File: src/rtl/alu_shift_seq.sv
// Nibble-serial sequencer for CB-prefix shift/rotate ops: IDLE -> LO -> HI -> DONE.
// Define ALU_SHIFT_SEQ_QUEUE_EN to add a one-entry pending request buffer.
module alu_shift_seq (
   input  logic       clk,
   input  logic       reset,
   input  logic       req_valid,
   output logic       req_ready,
   input  logic [2:0] req_op,
   input  logic [7:0] req_b,
   input  logic       req_c,
   output logic       shift_dbl,
   output logic       res_valid,
   output logic [7:0] result,
   output logic       flag_z,
   output logic       flag_n,
   output logic       flag_h,
   output logic       flag_c
);

   localparam logic [2:0] OP_RLC  = 3'd0;
   localparam logic [2:0] OP_RRC  = 3'd1;
   localparam logic [2:0] OP_RL   = 3'd2;
   localparam logic [2:0] OP_RR   = 3'd3;
   localparam logic [2:0] OP_SLA  = 3'd4;
   localparam logic [2:0] OP_SRA  = 3'd5;
   localparam logic [2:0] OP_SWAP = 3'd6;
   localparam logic [2:0] OP_SRL  = 3'd7;

   typedef enum logic [1:0] {IDLE, LO, HI, DONE} state_t;

   state_t     state;
   logic [2:0] op_q;
   logic [7:0] b_q;
   logic       c_q;
   logic       dbl_q;
   logic [3:0] lo_q;
   logic [7:0] work_q;
   logic       cw_q;
   logic       zw_q;
   logic       accept;
   logic       start_new;
   logic       load_pend;
   logic       store_pend;

   function automatic logic is_right(input logic [2:0] op);
      return (op == OP_RRC) || (op == OP_RR) || (op == OP_SRA) || (op == OP_SRL);
   endfunction

   // Bit crossing the nibble boundary: b[4] moves down on right ops, b[3] moves up on left ops.
   function automatic logic dbl_bit(input logic [2:0] op, input logic [7:0] b);
      if (op == OP_SWAP) return 1'b0;
      return is_right(op) ? b[4] : b[3];
   endfunction

   function automatic logic [3:0] lo_nib(input logic [2:0] op, input logic [7:0] b,
                                         input logic c, input logic dbl);
      case (op)
         OP_RLC:  return {b[2:0], b[7]};
         OP_RL:   return {b[2:0], c};
         OP_SLA:  return {b[2:0], 1'b0};
         OP_SWAP: return b[7:4];
         default: return {dbl, b[3:1]};
      endcase
   endfunction

   function automatic logic [3:0] hi_nib(input logic [2:0] op, input logic [7:0] b,
                                         input logic c, input logic dbl);
      case (op)
         OP_RRC:  return {b[0], b[7:5]};
         OP_RR:   return {c, b[7:5]};
         OP_SRA:  return {b[7], b[7:5]};
         OP_SRL:  return {1'b0, b[7:5]};
         OP_SWAP: return b[3:0];
         default: return {b[6:4], dbl};
      endcase
   endfunction

   function automatic logic carry_out(input logic [2:0] op, input logic [7:0] b);
      if (op == OP_SWAP) return 1'b0;
      return is_right(op) ? b[0] : b[7];
   endfunction

`ifdef ALU_SHIFT_SEQ_QUEUE_EN
   logic       pending_full;
   logic [2:0] pop_q;
   logic [7:0] pb_q;
   logic       pc_q;

   assign req_ready  = !pending_full;
   assign accept     = req_valid && req_ready;
   // A request landing in DONE with an empty buffer starts straight away.
   assign start_new  = accept && ((state == IDLE) || (state == DONE));
   assign load_pend  = (state == DONE) && pending_full;
   assign store_pend = accept && ((state == LO) || (state == HI));
`else
   assign req_ready  = (state == IDLE);
   assign accept     = req_valid && req_ready;
   assign start_new  = accept;
   assign load_pend  = 1'b0;
   assign store_pend = 1'b0;
`endif

   assign shift_dbl = (state == LO) && dbl_q;
   assign flag_n    = 1'b0;
   assign flag_h    = 1'b0;

   always_ff @(posedge clk) begin
      if (reset) begin
         state     <= IDLE;
         res_valid <= 1'b0;
         result    <= 8'h00;
         flag_z    <= 1'b0;
         flag_c    <= 1'b0;
`ifdef ALU_SHIFT_SEQ_QUEUE_EN
         pending_full <= 1'b0;
`endif
      end else begin
         res_valid <= 1'b0;
         case (state)
            IDLE: if (start_new) state <= LO;
            LO:   state <= HI;
            HI:   state <= DONE;
            DONE: begin
               res_valid <= 1'b1;
               result    <= work_q;
               flag_z    <= zw_q;
               flag_c    <= cw_q;
               state     <= (load_pend || start_new) ? LO : IDLE;
            end
            default: state <= IDLE;
         endcase
`ifdef ALU_SHIFT_SEQ_QUEUE_EN
         if (store_pend)     pending_full <= 1'b1;
         else if (load_pend) pending_full <= 1'b0;
`endif
      end
   end

   always_ff @(posedge clk) begin
      if (start_new) begin
         op_q  <= req_op;
         b_q   <= req_b;
         c_q   <= req_c;
         dbl_q <= dbl_bit(req_op, req_b);
      end
`ifdef ALU_SHIFT_SEQ_QUEUE_EN
      else if (load_pend) begin
         op_q  <= pop_q;
         b_q   <= pb_q;
         c_q   <= pc_q;
         dbl_q <= dbl_bit(pop_q, pb_q);
      end
      if (store_pend) begin
         pop_q <= req_op;
         pb_q  <= req_b;
         pc_q  <= req_c;
      end
`endif
      if (state == LO) lo_q <= lo_nib(op_q, b_q, c_q, dbl_q);
      if (state == HI) begin
         work_q <= {hi_nib(op_q, b_q, c_q, dbl_q), lo_q};
         cw_q   <= carry_out(op_q, b_q);
         zw_q   <= ({hi_nib(op_q, b_q, c_q, dbl_q), lo_q} == 8'h00);
      end
   end

endmodule

File: config.mk
export PLATFORM = sky130hd
export DESIGN_NAME = alu_shift_seq
export DESIGN_NICKNAME = d
export VERILOG_FILES = /design/src/rtl/alu_shift_seq.sv
export SDC_FILE = /design/constraint.sdc
export NUM_CORES = 1
export LEC_CHECK = 0
export CAP_MARGIN = 0
export CORE_ASPECT_RATIO = 1.1
export CORE_MARGIN = 1.5
export CORE_UTILIZATION = 54
export DETAILED_ROUTE_END_ITERATION = 8
export PLACE_DENSITY = 0.89
export REMOVE_ABC_BUFFERS = 1
export SYNTH_ARGS = -nofsm -noshare
export SYNTH_HDL_FRONTEND = slang
export SYNTH_SLANG_ARGS = --single-unit
export TNS_END_PERCENT = 10
File: constraint.sdc
create_clock -name clk -period 3.35 [get_ports clk]
set_clock_uncertainty 0.1 [all_clocks]
set_input_delay 0.335 -clock clk [delete_from_list [all_inputs] [get_ports clk]]
set_output_delay 0.335 -clock clk [all_outputs]
set_load 0.01 [all_outputs]
== Word level (Yosys, flattened, before mapping) ==
Cells that the tools add are included.
Word-level totals
  bits in registers: 40
  bits of input ports: 15
  output and inout port bits: 15
  word-level logic and storage cells: 57
Cells by class
  equality and inequality tests: 16
  multiplexer cells: 17
  reductions and logical operators: 11
Operators by type and width (number)
  $eq A3 B3 Y1 const B: 7
  $pmux W4 S5: 1
  $pmux W4 S4: 1
  $mux W1: 12
  $eq A3 B2 Y1 const B: 3
  $logic_not A8 Y1: 1
  $pmux W2 S4: 1
  $eq A3 B1 Y1 const B: 2
  $logic_or A1 B1 Y1: 6
  $eq A2 B2 Y1 const B: 2
  $mux W4: 1
  $logic_not A3 Y1: 1
  $eq A2 B1 Y1 const B: 1
  $logic_and A1 B1 Y1: 2
  $logic_not A2 Y1: 1
  $mux W2: 1
  $ne A2 B1 Y1 const B: 1

== Depth between registers and ports, before layout ==
Gate-level depths: netlist of the first run.
  word-level depth: 6
  gate-level depth with buffers: 5
  depth with buffers taken out: 5

== Worst setup path before layout of the first run ==
Ideal clock, no wire load.
  path kind: register to register
  start: register op_q[1]
  end: register zw_q (data pin)
  library setup time: 0.170 ns
  arrival: 1.294 ns
  data required time: 3.080 ns
  slack: 1.786 ns
  cell stages (with the launch flop): 5
  buffers on the path: 0
  clock period less this slack: 1.564 ns
  cell sequence: edfxtp_1 -> nand2_4 -> mux2_4 -> o21a_1 -> nor4_2
Between the ends
  word-level cells in the longest chain between the ends: 4
  elaborated cells between the ends (all ways): 8
  those cells by class: eq/ne (5); mux (2); reduce/logical (1)
Ends and longest elaborated chain
  start: declaration: RTL line 32  | logic [2:0] op_q;
  start signal: assignment: RTL line 141  | op_q <= req_op;
  $eq A3 B3 Y1, or another cell as far along: RTL line 68  | case (op)
  $pmux W4 S5 (*): RTL line 68
  $mux W4 (*): RTL line 160  | if (state == HI) begin
  $logic_not A8 Y1 (*): RTL line 163  | zw_q <= ({hi_nib(op_q, b_q, c_q, dbl_q), lo_q} == 8'h00);
  end signal: assignment: RTL line 163
  end: declaration: RTL line 39  | logic zw_q;
Mark *: on every way between the ends. The rest lies on a longest branch, timed or not. The select of a mux whose other input is x is not followed.
A chain may end at the register's enable or synchronous reset.

== Worst setup path in the final report of the first run ==
  start: register state[1]
  end: output shift_dbl
Between the ends
  word-level cells in the longest chain between the ends: 2
Ends and longest elaborated chain
  start: declaration: RTL line 31  | state_t state;
  start signal: assignment: RTL line 128  | state <= (load_pend || start_new) ? LO : IDLE;
  $eq A2 B1 Y1: RTL line 103  | assign shift_dbl = (state == LO) && dbl_q;
  $logic_and A1 B1 Y1: RTL line 103
  end: declaration: RTL line 11  | output logic shift_dbl,
Every way passes these cells.

==> flow_summary.html, run 1 <==
<table>
<tr><th>Metric</th><th>Value</th></tr>
<tr><th colspan="2">Status</th></tr>
<tr><td>Run status</td><td>finished, final reports clean</td></tr>
<tr><th colspan="2">Setup path</th></tr>
<tr><td>R2r endpoint</td><td>zw_q</td></tr>
<tr><td>Worst setup endpoint</td><td>shift_dbl</td></tr>
<tr><td>Launch instance of the worst register-to-register path</td><td>op_q[1]</td></tr>
<tr><td>Maximum fanout along the worst path</td><td>5</td></tr>
<tr><td>Critical-path cell with the highest stage delay</td><td>sky130_fd_sc_hd__clkdlybuf4s50_1</td></tr>
<tr><td>Depth of the worst register-to-register path</td><td>4</td></tr>
<tr><td>Delay contributed by the slowest stage of the critical path</td><td>520 ps</td></tr>
<tr><td>Critical path startpoint</td><td>state[1]</td></tr>
<tr><td>Worst path required time</td><td>2910 ps</td></tr>
<tr><td>Data arrival time at the worst-slack endpoint</td><td>1740 ps</td></tr>
<tr><td>Type of destination of the critical path</td><td>output pin</td></tr>
<tr><td>FF-to-FF setup slack</td><td>1650 ps</td></tr>
<tr><td>Critical path startpoint category</td><td>register</td></tr>
<tr><td>Cell chain of the critical path</td><td>inv_1 &gt; ha_1 &gt; and2_1 &gt; clkdlybuf4s50_1</td></tr>
<tr><td>WS Path Type</td><td>reg -&gt; out</td></tr>
<tr><th colspan="2">CTS</th></tr>
<tr><td>Number of H-tree levels</td><td>2</td></tr>
<tr><td>Clk slew on worst S/H paths</td><td>110 ps</td></tr>
<tr><td>Maximum count of clock buffers along a single path</td><td>2</td></tr>
<tr><td>Clock tree from TritonCTS</td><td>yes</td></tr>
<tr><td>Post-CTS sizing</td><td>0</td></tr>
<tr><td>Clock latency on the worst-skew pair</td><td>340 ps</td></tr>
<tr><td>Clock buffer count from CTS</td><td>5</td></tr>
<tr><td>Number of sinks handled by clock tree synthesis</td><td>40</td></tr>
<tr><td>Post-CTS setup buffer count</td><td>0</td></tr>
<tr><td>Quantity of hold-fixing buffers added after cts</td><td>0</td></tr>
<tr><td>Root buffer selected by CTS</td><td>sky130_fd_sc_hd__clkbuf_4</td></tr>
<tr><th colspan="2">Finish</th></tr>
<tr><td>Multi-input logic area</td><td>519 µm²</td></tr>
<tr><td>Fraction of layout instances using a drive strength above 1</td><td>7.95%</td></tr>
<tr><td>Final standard cell count with taps included and fillers excluded</td><td>184</td></tr>
<tr><td>Filler Cells Inserted</td><td>202</td></tr>
<tr><td>Most frequent cells in the layout</td><td>sky130_fd_sc_hd__edfxtp_1, sky130_fd_sc_hd__clkdlybuf4s50_1, sky130_fd_sc_hd__mux2i_1</td></tr>
<tr><td>Antenna cells</td><td>0</td></tr>
<tr><td>Layout area overhead</td><td>21.2%</td></tr>
<tr><td># nets final</td><td>170</td></tr>
<tr><td>Seq. cell area</td><td>1070 µm²</td></tr>
<tr><th colspan="2">Global route</th></tr>
<tr><td>Number of antenna violations at the first check in global routing</td><td>0</td></tr>
<tr><td>Total GRT Usage</td><td>16.0%</td></tr>
<tr><td>Vias in the first global route</td><td>911</td></tr>
<tr><td>GRT overflow</td><td>0</td></tr>
<tr><td>Global-route wire length before repair</td><td>3.84 mm</td></tr>
<tr><td>Largest net degree at the start of global routing</td><td>19</td></tr>
<tr><th colspan="2">Route</th></tr>
<tr><td>Routed Wire Length</td><td>2.37 mm</td></tr>
<tr><td>1st-pass router iterations</td><td>4</td></tr>
<tr><td>Iteration-0 DRC Markers</td><td>23</td></tr>
<tr><td>Remaining DRCs</td><td>0</td></tr>
<tr><td>Average vias per placed instance</td><td>5.26</td></tr>
<tr><td>Antenna-violating nets left</td><td>0</td></tr>
<tr><td>Post-detailed-route wirelength per cell</td><td>12.9 µm</td></tr>
<tr><td>Vias post-DR</td><td>968</td></tr>
<tr><th colspan="2">Timing</th></tr>
<tr><td>Final hold violation count</td><td>0</td></tr>
<tr><td>Sum of negative setup slack</td><td>0 ps</td></tr>
<tr><td>Achievable clock frequency</td><td>0.460 GHz</td></tr>
<tr><td>Max-slew violation total from the final report</td><td>0</td></tr>
<tr><td>RSZ-0062 raised after global routing</td><td>false</td></tr>
<tr><td>Final period demand of the worst path</td><td>2170 ps</td></tr>
<tr><td>Transition time at the pin with the least slew margin</td><td>625 ps</td></tr>
<tr><td>Final critical-path share of the clock period</td><td>64.9%</td></tr>
<tr><td>Setup-failing EPs final</td><td>0</td></tr>
<tr><td>Slew Limit Headroom</td><td>58.3%</td></tr>
<tr><th colspan="2">Power</th></tr>
<tr><td>P per Cell Area</td><td>688 nW/µm²</td></tr>
<tr><td>Power share of the sequential group</td><td>56.5%</td></tr>
<tr><td>Worst vdd ir</td><td>0.499 mV</td></tr>
<tr><td>Static power due to leakage</td><td>0.000730 µW</td></tr>
<tr><td>Power spent charging and discharging nets</td><td>402 µW</td></tr>
<tr><td>Clock group share of total power</td><td>18.0%</td></tr>
<tr><td>Power Internal</td><td>954 µW</td></tr>
<tr><td>Combinational cell fraction of total power</td><td>25.4%</td></tr>
<tr><td>Share of total power consumed by net switching</td><td>29.6%</td></tr>
<tr><th colspan="2">Synthesis</th></tr>
<tr><td>Synth Area per Inst</td><td>13.4 µm²</td></tr>
<tr><td>Fraction of post-synthesis cell area in the top cell type by area</td><td>49.9%</td></tr>
<tr><td>Synthesized flop and latch total</td><td>40</td></tr>
<tr><td>Combined area of all synthesized cells</td><td>1630 µm²</td></tr>
<tr><td>Number of instances in the synthesized netlist</td><td>121</td></tr>
<tr><td>Top cells by area, synth</td><td>sky130_fd_sc_hd__edfxtp_1, sky130_fd_sc_hd__dfxtp_1, sky130_fd_sc_hd__mux2i_1</td></tr>
<tr><td>Count of yosys warnings during synthesis</td><td>0</td></tr>
<tr><td>Most used flip-flop cell after synthesis</td><td>sky130_fd_sc_hd__edfxtp_1</td></tr>
<tr><td>Sequential area share after synthesis</td><td>65.9%</td></tr>
<tr><td>Number of unique standard cell types used by synthesis</td><td>27</td></tr>
<tr><td>Proportion of register bits with asynchronous set or reset after synthesis</td><td>0%</td></tr>
<tr><td>Number of enable flip-flop cells after synthesis</td><td>27</td></tr>
<tr><td>Library cell with the largest summed area after synthesis</td><td>sky130_fd_sc_hd__edfxtp_1</td></tr>
<tr><th colspan="2">Floorplan</th></tr>
<tr><td>Std-Cell Core Area</td><td>2800 µm²</td></tr>
<tr><td>Total number of placement rows</td><td>20</td></tr>
<tr><td>Starting Density</td><td>58.0%</td></tr>
<tr><td>Width of the die</td><td>55.3 µm</td></tr>
<tr><td>Die outline height</td><td>60.5 µm</td></tr>
<tr><td>Ports placed on the boundary</td><td>30</td></tr>
<tr><td>Area enclosed by the die boundary</td><td>3350 µm²</td></tr>
<tr><th colspan="2">Hold path</th></tr>
<tr><td>Worst min path class</td><td>reg -&gt; reg</td></tr>
<tr><th colspan="2">Placed design</th></tr>
<tr><td>Number of placed instances, taps included</td><td>176</td></tr>
<tr><td>Port buffer count</td><td>27</td></tr>
<tr><td>Post-DP HPWL</td><td>1.85 mm</td></tr>
<tr><td>Final weighted congestion in routability-driven placement</td><td>0.708</td></tr>
<tr><th colspan="2">Run</th></tr>
<tr><td># Max-Cap Violations</td><td>0</td></tr>
</table>
worst min path at each step:
stage               slack [ps]  startpoint  cells past startpoint         to
global route               360     lo_q[0]                      0  work_q[0]
finish                     360     lo_q[3]                      0  work_q[3]
CTS                        360     lo_q[3]                      0  work_q[3]
floorplan                  310       reset                      1  res_valid
detailed placement         340     lo_q[3]                      0  work_q[3]
global placement           330     lo_q[1]                      0  work_q[1]
logic make-up (layout without fill, tap and decap cells):
| logic type | count (synthesis) | count (layout) | synth area share, % |
|---|---|---|---|
| compound gates | 13 | 13 | 4.62 |
| fa+ha+maj | 5 | 5 | 3.85 |
| buf+inv | 8 | 37 | 2.39 |
| flops | 40 | 40 | 65.9 |
| mux | 21 | 21 | 13.3 |
| other cells | 1 | 2 | 0.231 |
| simple gates | 33 | 33 | 9.70 |
worst max-delay path: cells and delay by family (launching register included):
family / cells / cell delay (ps)
DFF: 1 / 360
and+or+nand+nor: 1 / 160
buffers and inverters: 2 / 610
adders and majority gates: 1 / 260
state kept, by name, indices dropped and copies added, names as in the netlist, 2 cells and up:
| register | flops |
|---|---|
| state | 2 |
| lo_q | 4 |
| work_q | 8 |
| result | 8 |
| b_q | 8 |
| op_q | 3 |
layout make-up:
cell class / count / share of cell area [%]
sequential: 40 / 54.3
tap: 33 / 2.10
clock buffer: 6 / 2.60
clock inverter: 2 / 0.508
timing repair buffer: 27 / 13.7
multi-input combinational: 74 / 26.3
inverter: 2 / 0.381
metrics by stage:
stage	power (µW)	util [%]	cell area [µm²]	worst slack, ps	hold slack, ps
detailed placement	1130	68.1	1910	1530	339
floorplan	992	-	1600	1790	307
finish	1360	70.3	1970	1180	362
CTS	1370	70.3	1970	1150	361
global route	1440	70.3	1970	1070	364
global placement	1100	68.1	1910	1600	334
power by group through the flow:
| stage | Sequential [µW] | Clock [µW] | Combinational [µW] |
|---|---|---|---|
| 2_1_floorplan | 763 | 0 | 229 |
| 3_3_place_gp | 769 | 0 | 331 |
| 3_5_place_dp | 779 | 0 | 348 |
| 4_1_cts | 767 | 255 | 348 |
| 5_1_grt | 781 | 276 | 384 |
| 6_report | 766 | 245 | 345 |
layer usage:
metal  track usage [%]  share of wire (%)
met1              15.2                 39
met2              29.8                 53
met3              4.90                5.8
met4              11.5                2.7
met5                 0                  0
cell usage after synthesis (all sizes together), types with 2 or more instances:
| library cell | instances |
|---|---|
| and2 | 2 |
| buf | 4 |
| clkbuf | 2 |
| dfxtp | 13 |
| edfxtp | 27 |
| ha | 5 |
| inv | 2 |
| mux2 | 2 |
| mux2i | 19 |
| nand2 | 12 |
| nor2 | 13 |
| nor4 | 2 |
| o211ai | 2 |
| o21ai | 9 |
Note: power is estimated with default switching activity, not from simulation.
==> inputs of run 2 (changes only) <==
--- a/config.mk
+++ b/config.mk
@@ -8,9 +8,9 @@
 export CAP_MARGIN = 0
 export CORE_ASPECT_RATIO = 1.1
 export CORE_MARGIN = 1.5
-export CORE_UTILIZATION = 54
+export CORE_UTILIZATION = 46
 export DETAILED_ROUTE_END_ITERATION = 8
-export PLACE_DENSITY = 0.89
+export PLACE_DENSITY = 0.81
 export REMOVE_ABC_BUFFERS = 1
 export SYNTH_ARGS = -nofsm -noshare
 export SYNTH_HDL_FRONTEND = slang
==> constraint.sdc (replaced) <==
create_clock -name clk -period 1.8 [get_ports clk]
set_clock_uncertainty 0.1 [all_clocks]
set_input_delay 0.18 -clock clk [delete_from_list [all_inputs] [get_ports clk]]
set_output_delay 0.18 -clock clk [all_outputs]
set_load 0.01 [all_outputs]
==> run 2 against run 1 <==
  * Non-clock buffer count rose by 2
  * Worst hold slack got worse by 80 ps
  * Via count down 0.72%
  * Wire length is 1.1% higher
  * Design area increased by 3.0%
  * Power increased by 93%
  * Register-to-register slack worse by 1500 ps
  * Sequential share of layout area decreased by 1.5 points
  * Final cell count grew 9.2%
  * Critical path depth stayed put
  * Setup slack worse by 1100 ps
  * Clock-buffer cell count is 1 higher
==> flow_summary.html, run 2 (synthesized netlist as in run 1, its figures left out) <==
<table>
<tr><th>Metric</th><th>Value</th></tr>
<tr><th colspan="2">Status</th></tr>
<tr><td>Run status</td><td>finished, final reports clean</td></tr>
<tr><th colspan="2">Route</th></tr>
<tr><td>1st-pass router iterations</td><td>4</td></tr>
<tr><td>Antenna-violating nets left</td><td>0</td></tr>
<tr><td>Vias post-DR</td><td>961</td></tr>
<tr><td>Average vias per placed instance</td><td>4.78</td></tr>
<tr><td>Remaining DRCs</td><td>0</td></tr>
<tr><td>Routed Wire Length</td><td>2.40 mm</td></tr>
<tr><td>Iteration-0 DRC Markers</td><td>24</td></tr>
<tr><td>Post-detailed-route wirelength per cell</td><td>11.9 µm</td></tr>
<tr><th colspan="2">Floorplan</th></tr>
<tr><td>Ports placed on the boundary</td><td>30</td></tr>
<tr><td>Starting Density</td><td>48.4%</td></tr>
<tr><td>Width of the die</td><td>59.7 µm</td></tr>
<tr><td>Total number of placement rows</td><td>22</td></tr>
<tr><td>Die outline height</td><td>65.3 µm</td></tr>
<tr><td>Area enclosed by the die boundary</td><td>3900 µm²</td></tr>
<tr><td>Std-Cell Core Area</td><td>3360 µm²</td></tr>
<tr><th colspan="2">Global route</th></tr>
<tr><td>Total GRT Usage</td><td>14.0%</td></tr>
<tr><td>Global-route wire length before repair</td><td>3.92 mm</td></tr>
<tr><td>Number of antenna violations at the first check in global routing</td><td>0</td></tr>
<tr><td>GRT overflow</td><td>0</td></tr>
<tr><td>Largest net degree at the start of global routing</td><td>19</td></tr>
<tr><td>Vias in the first global route</td><td>952</td></tr>
<tr><th colspan="2">Setup path</th></tr>
<tr><td>Type of destination of the critical path</td><td>register</td></tr>
<tr><td>Cell chain of the critical path</td><td>nand2_4 &gt; mux2_4 &gt; o21a_1 &gt; nor4_2</td></tr>
<tr><td>Delay contributed by the slowest stage of the critical path</td><td>500 ps</td></tr>
<tr><td>Worst path required time</td><td>1870 ps</td></tr>
<tr><td>Worst path bufs/invs</td><td>0</td></tr>
<tr><td>Category of cells accounting for the largest share of critical-path delay</td><td>flip-flops</td></tr>
<tr><td>Data arrival time at the worst-slack endpoint</td><td>1770 ps</td></tr>
<tr><td>Critical-path cell with the highest stage delay</td><td>sky130_fd_sc_hd__edfxtp_1</td></tr>
<tr><td>WS Path Type</td><td>reg -&gt; reg</td></tr>
<tr><td>Maximum fanout along the worst path</td><td>8</td></tr>
<tr><td>Critical path startpoint category</td><td>register</td></tr>
<tr><th colspan="2">Placed design</th></tr>
<tr><td>Area after detailed placement</td><td>1940 µm²</td></tr>
<tr><td>Final weighted congestion in routability-driven placement</td><td>0.753</td></tr>
<tr><td>Post-DP HPWL</td><td>1.83 mm</td></tr>
<tr><td>Port buffer count</td><td>27</td></tr>
<tr><th colspan="2">Timing</th></tr>
<tr><td>Final hold violation count</td><td>0</td></tr>
<tr><td>Final period demand of the worst path</td><td>1700 ps</td></tr>
<tr><td>RSZ-0062 raised after global routing</td><td>false</td></tr>
<tr><td>Setup-failing EPs final</td><td>0</td></tr>
<tr><td>Final critical-path share of the clock period</td><td>94.4%</td></tr>
<tr><td>Slew Limit Headroom</td><td>66.6%</td></tr>
<tr><td>Max-slew violation total from the final report</td><td>0</td></tr>
<tr><td>Achievable clock frequency</td><td>0.589 GHz</td></tr>
<tr><td>Transition time at the pin with the least slew margin</td><td>499 ps</td></tr>
<tr><td>Sum of negative setup slack</td><td>0 ps</td></tr>
<tr><th colspan="2">Finish</th></tr>
<tr><td>Antenna cells</td><td>0</td></tr>
<tr><td>Filler Cells Inserted</td><td>303</td></tr>
<tr><td>Fin area</td><td>2030 µm²</td></tr>
<tr><td>Core occupancy in the finished layout</td><td>60.4%</td></tr>
<tr><td># nets final</td><td>172</td></tr>
<tr><td>Leading cell type in the layout, fill and taps excluded</td><td>sky130_fd_sc_hd__edfxtp_1</td></tr>
<tr><td>Top Registers</td><td>b_q: 8 flops, result: 8 flops, work_q: 8 flops</td></tr>
<tr><td>Layout area overhead</td><td>24.9%</td></tr>
<tr><td>Most frequent cells in the layout</td><td>sky130_fd_sc_hd__edfxtp_1, sky130_fd_sc_hd__clkdlybuf4s50_1, sky130_fd_sc_hd__mux2i_1</td></tr>
<tr><td>Fraction of layout instances using a drive strength above 1</td><td>11.1%</td></tr>
<tr><th colspan="2">Power</th></tr>
<tr><td>Power Internal</td><td>1850 µW</td></tr>
<tr><td>Static power due to leakage</td><td>0.000747 µW</td></tr>
<tr><td>Combinational cell fraction of total power</td><td>25.8%</td></tr>
<tr><td>Power share of the sequential group</td><td>54.6%</td></tr>
<tr><td>Share of total power consumed by net switching</td><td>29.5%</td></tr>
<tr><td>P per Cell Area</td><td>1290 nW/µm²</td></tr>
<tr><td>Total design power</td><td>2620 µW</td></tr>
<tr><td>Clock group share of total power</td><td>19.6%</td></tr>
<tr><td>Power spent charging and discharging nets</td><td>773 µW</td></tr>
<tr><td>Worst vdd ir</td><td>0.668 mV</td></tr>
<tr><th colspan="2">CTS</th></tr>
<tr><td>Maximum count of clock buffers along a single path</td><td>2</td></tr>
<tr><td>Clk slew on worst S/H paths</td><td>110 ps</td></tr>
<tr><td>Clock latency on the worst-skew pair</td><td>340 ps</td></tr>
<tr><td>Number of sinks handled by clock tree synthesis</td><td>40</td></tr>
<tr><td>Root buffer selected by CTS</td><td>sky130_fd_sc_hd__clkbuf_4</td></tr>
<tr><td>Number of H-tree levels</td><td>2</td></tr>
<tr><td>Clock tree from TritonCTS</td><td>yes</td></tr>
<tr><td>Clock buffer count from CTS</td><td>5</td></tr>
<tr><th colspan="2">Run</th></tr>
<tr><td># Max-Cap Violations</td><td>0</td></tr>
<tr><th colspan="2">Hold path</th></tr>
<tr><td>Worst min path class</td><td>in -&gt; reg</td></tr>
</table>
[run 2: changes by cell type in the layout (fill, tap and decap cells not counted), sizes merged]
cell / change
clkdlybuf4s50: -2
clkinv: -1
buf: +2
dlygate4sd2: +2
clkbuf: +1
[run 2: layout make-up]
| cell class | count | area [µm²] | area share [%] |
|---|---|---|---|
| clock buffers | 7 | 66.3 | 3.27 |
| clock inverters | 1 | 5.00 | 0.247 |
| inverters | 2 | 7.51 | 0.370 |
| multi-input cells | 74 | 534 | 26.3 |
| flip-flops and latches | 40 | 1070 | 52.9 |
| well taps | 48 | 60.1 | 2.96 |
| repair buffers | 29 | 283 | 13.9 |
[run 2: power groups by stage]
stage	registers (µW)	clock network, µW	logic [µW]
6_report	1430	514	676
5_1_grt	1460	571	753
4_1_cts	1430	529	681
3_5_place_dp	1450	0	673
3_3_place_gp	1430	0	637
2_1_floorplan	1420	0	426
[run 2: timing repair]
action | CTS | global route
gates resized for setup | 7 | 0
buffers inserted | 0 | 0
endpoints found under the setup margin | 2 | 0
endpoints found under the hold margin | 0 | 0
hold buffers | 0 | 0
[run 2: through the flow]
stage	setup WS, ps	hold WS, ps	std cells
2_1_floorplan	236	152	116
3_3_place_gp	205	330	193
3_5_place_dp	113	342	193
4_1_cts	98.1	271	201
5_1_grt	3.32	267	201
6_report	102	281	201
[run 2: layer usage]
metal	GRT usage [%]	wire length (µm)
met1	13.6	956
met2	25.4	1260
met3	4.53	130
met4	7.50	50
met5	0	0
[run 2: final timing paths]
| kind | cells past startpoint | from | slack [ps] | to |
|---|---|---|---|---|
| worst max register to register | 4 | op_q[1] | 100 | zw_q |
| worst min register to register | 0 | lo_q[1] | 360 | work_q[1] |
| worst max-delay path | 4 | op_q[1] | 100 | zw_q |
| worst min-delay path | 1 | req_b[1] | 280 | b_q[1] |
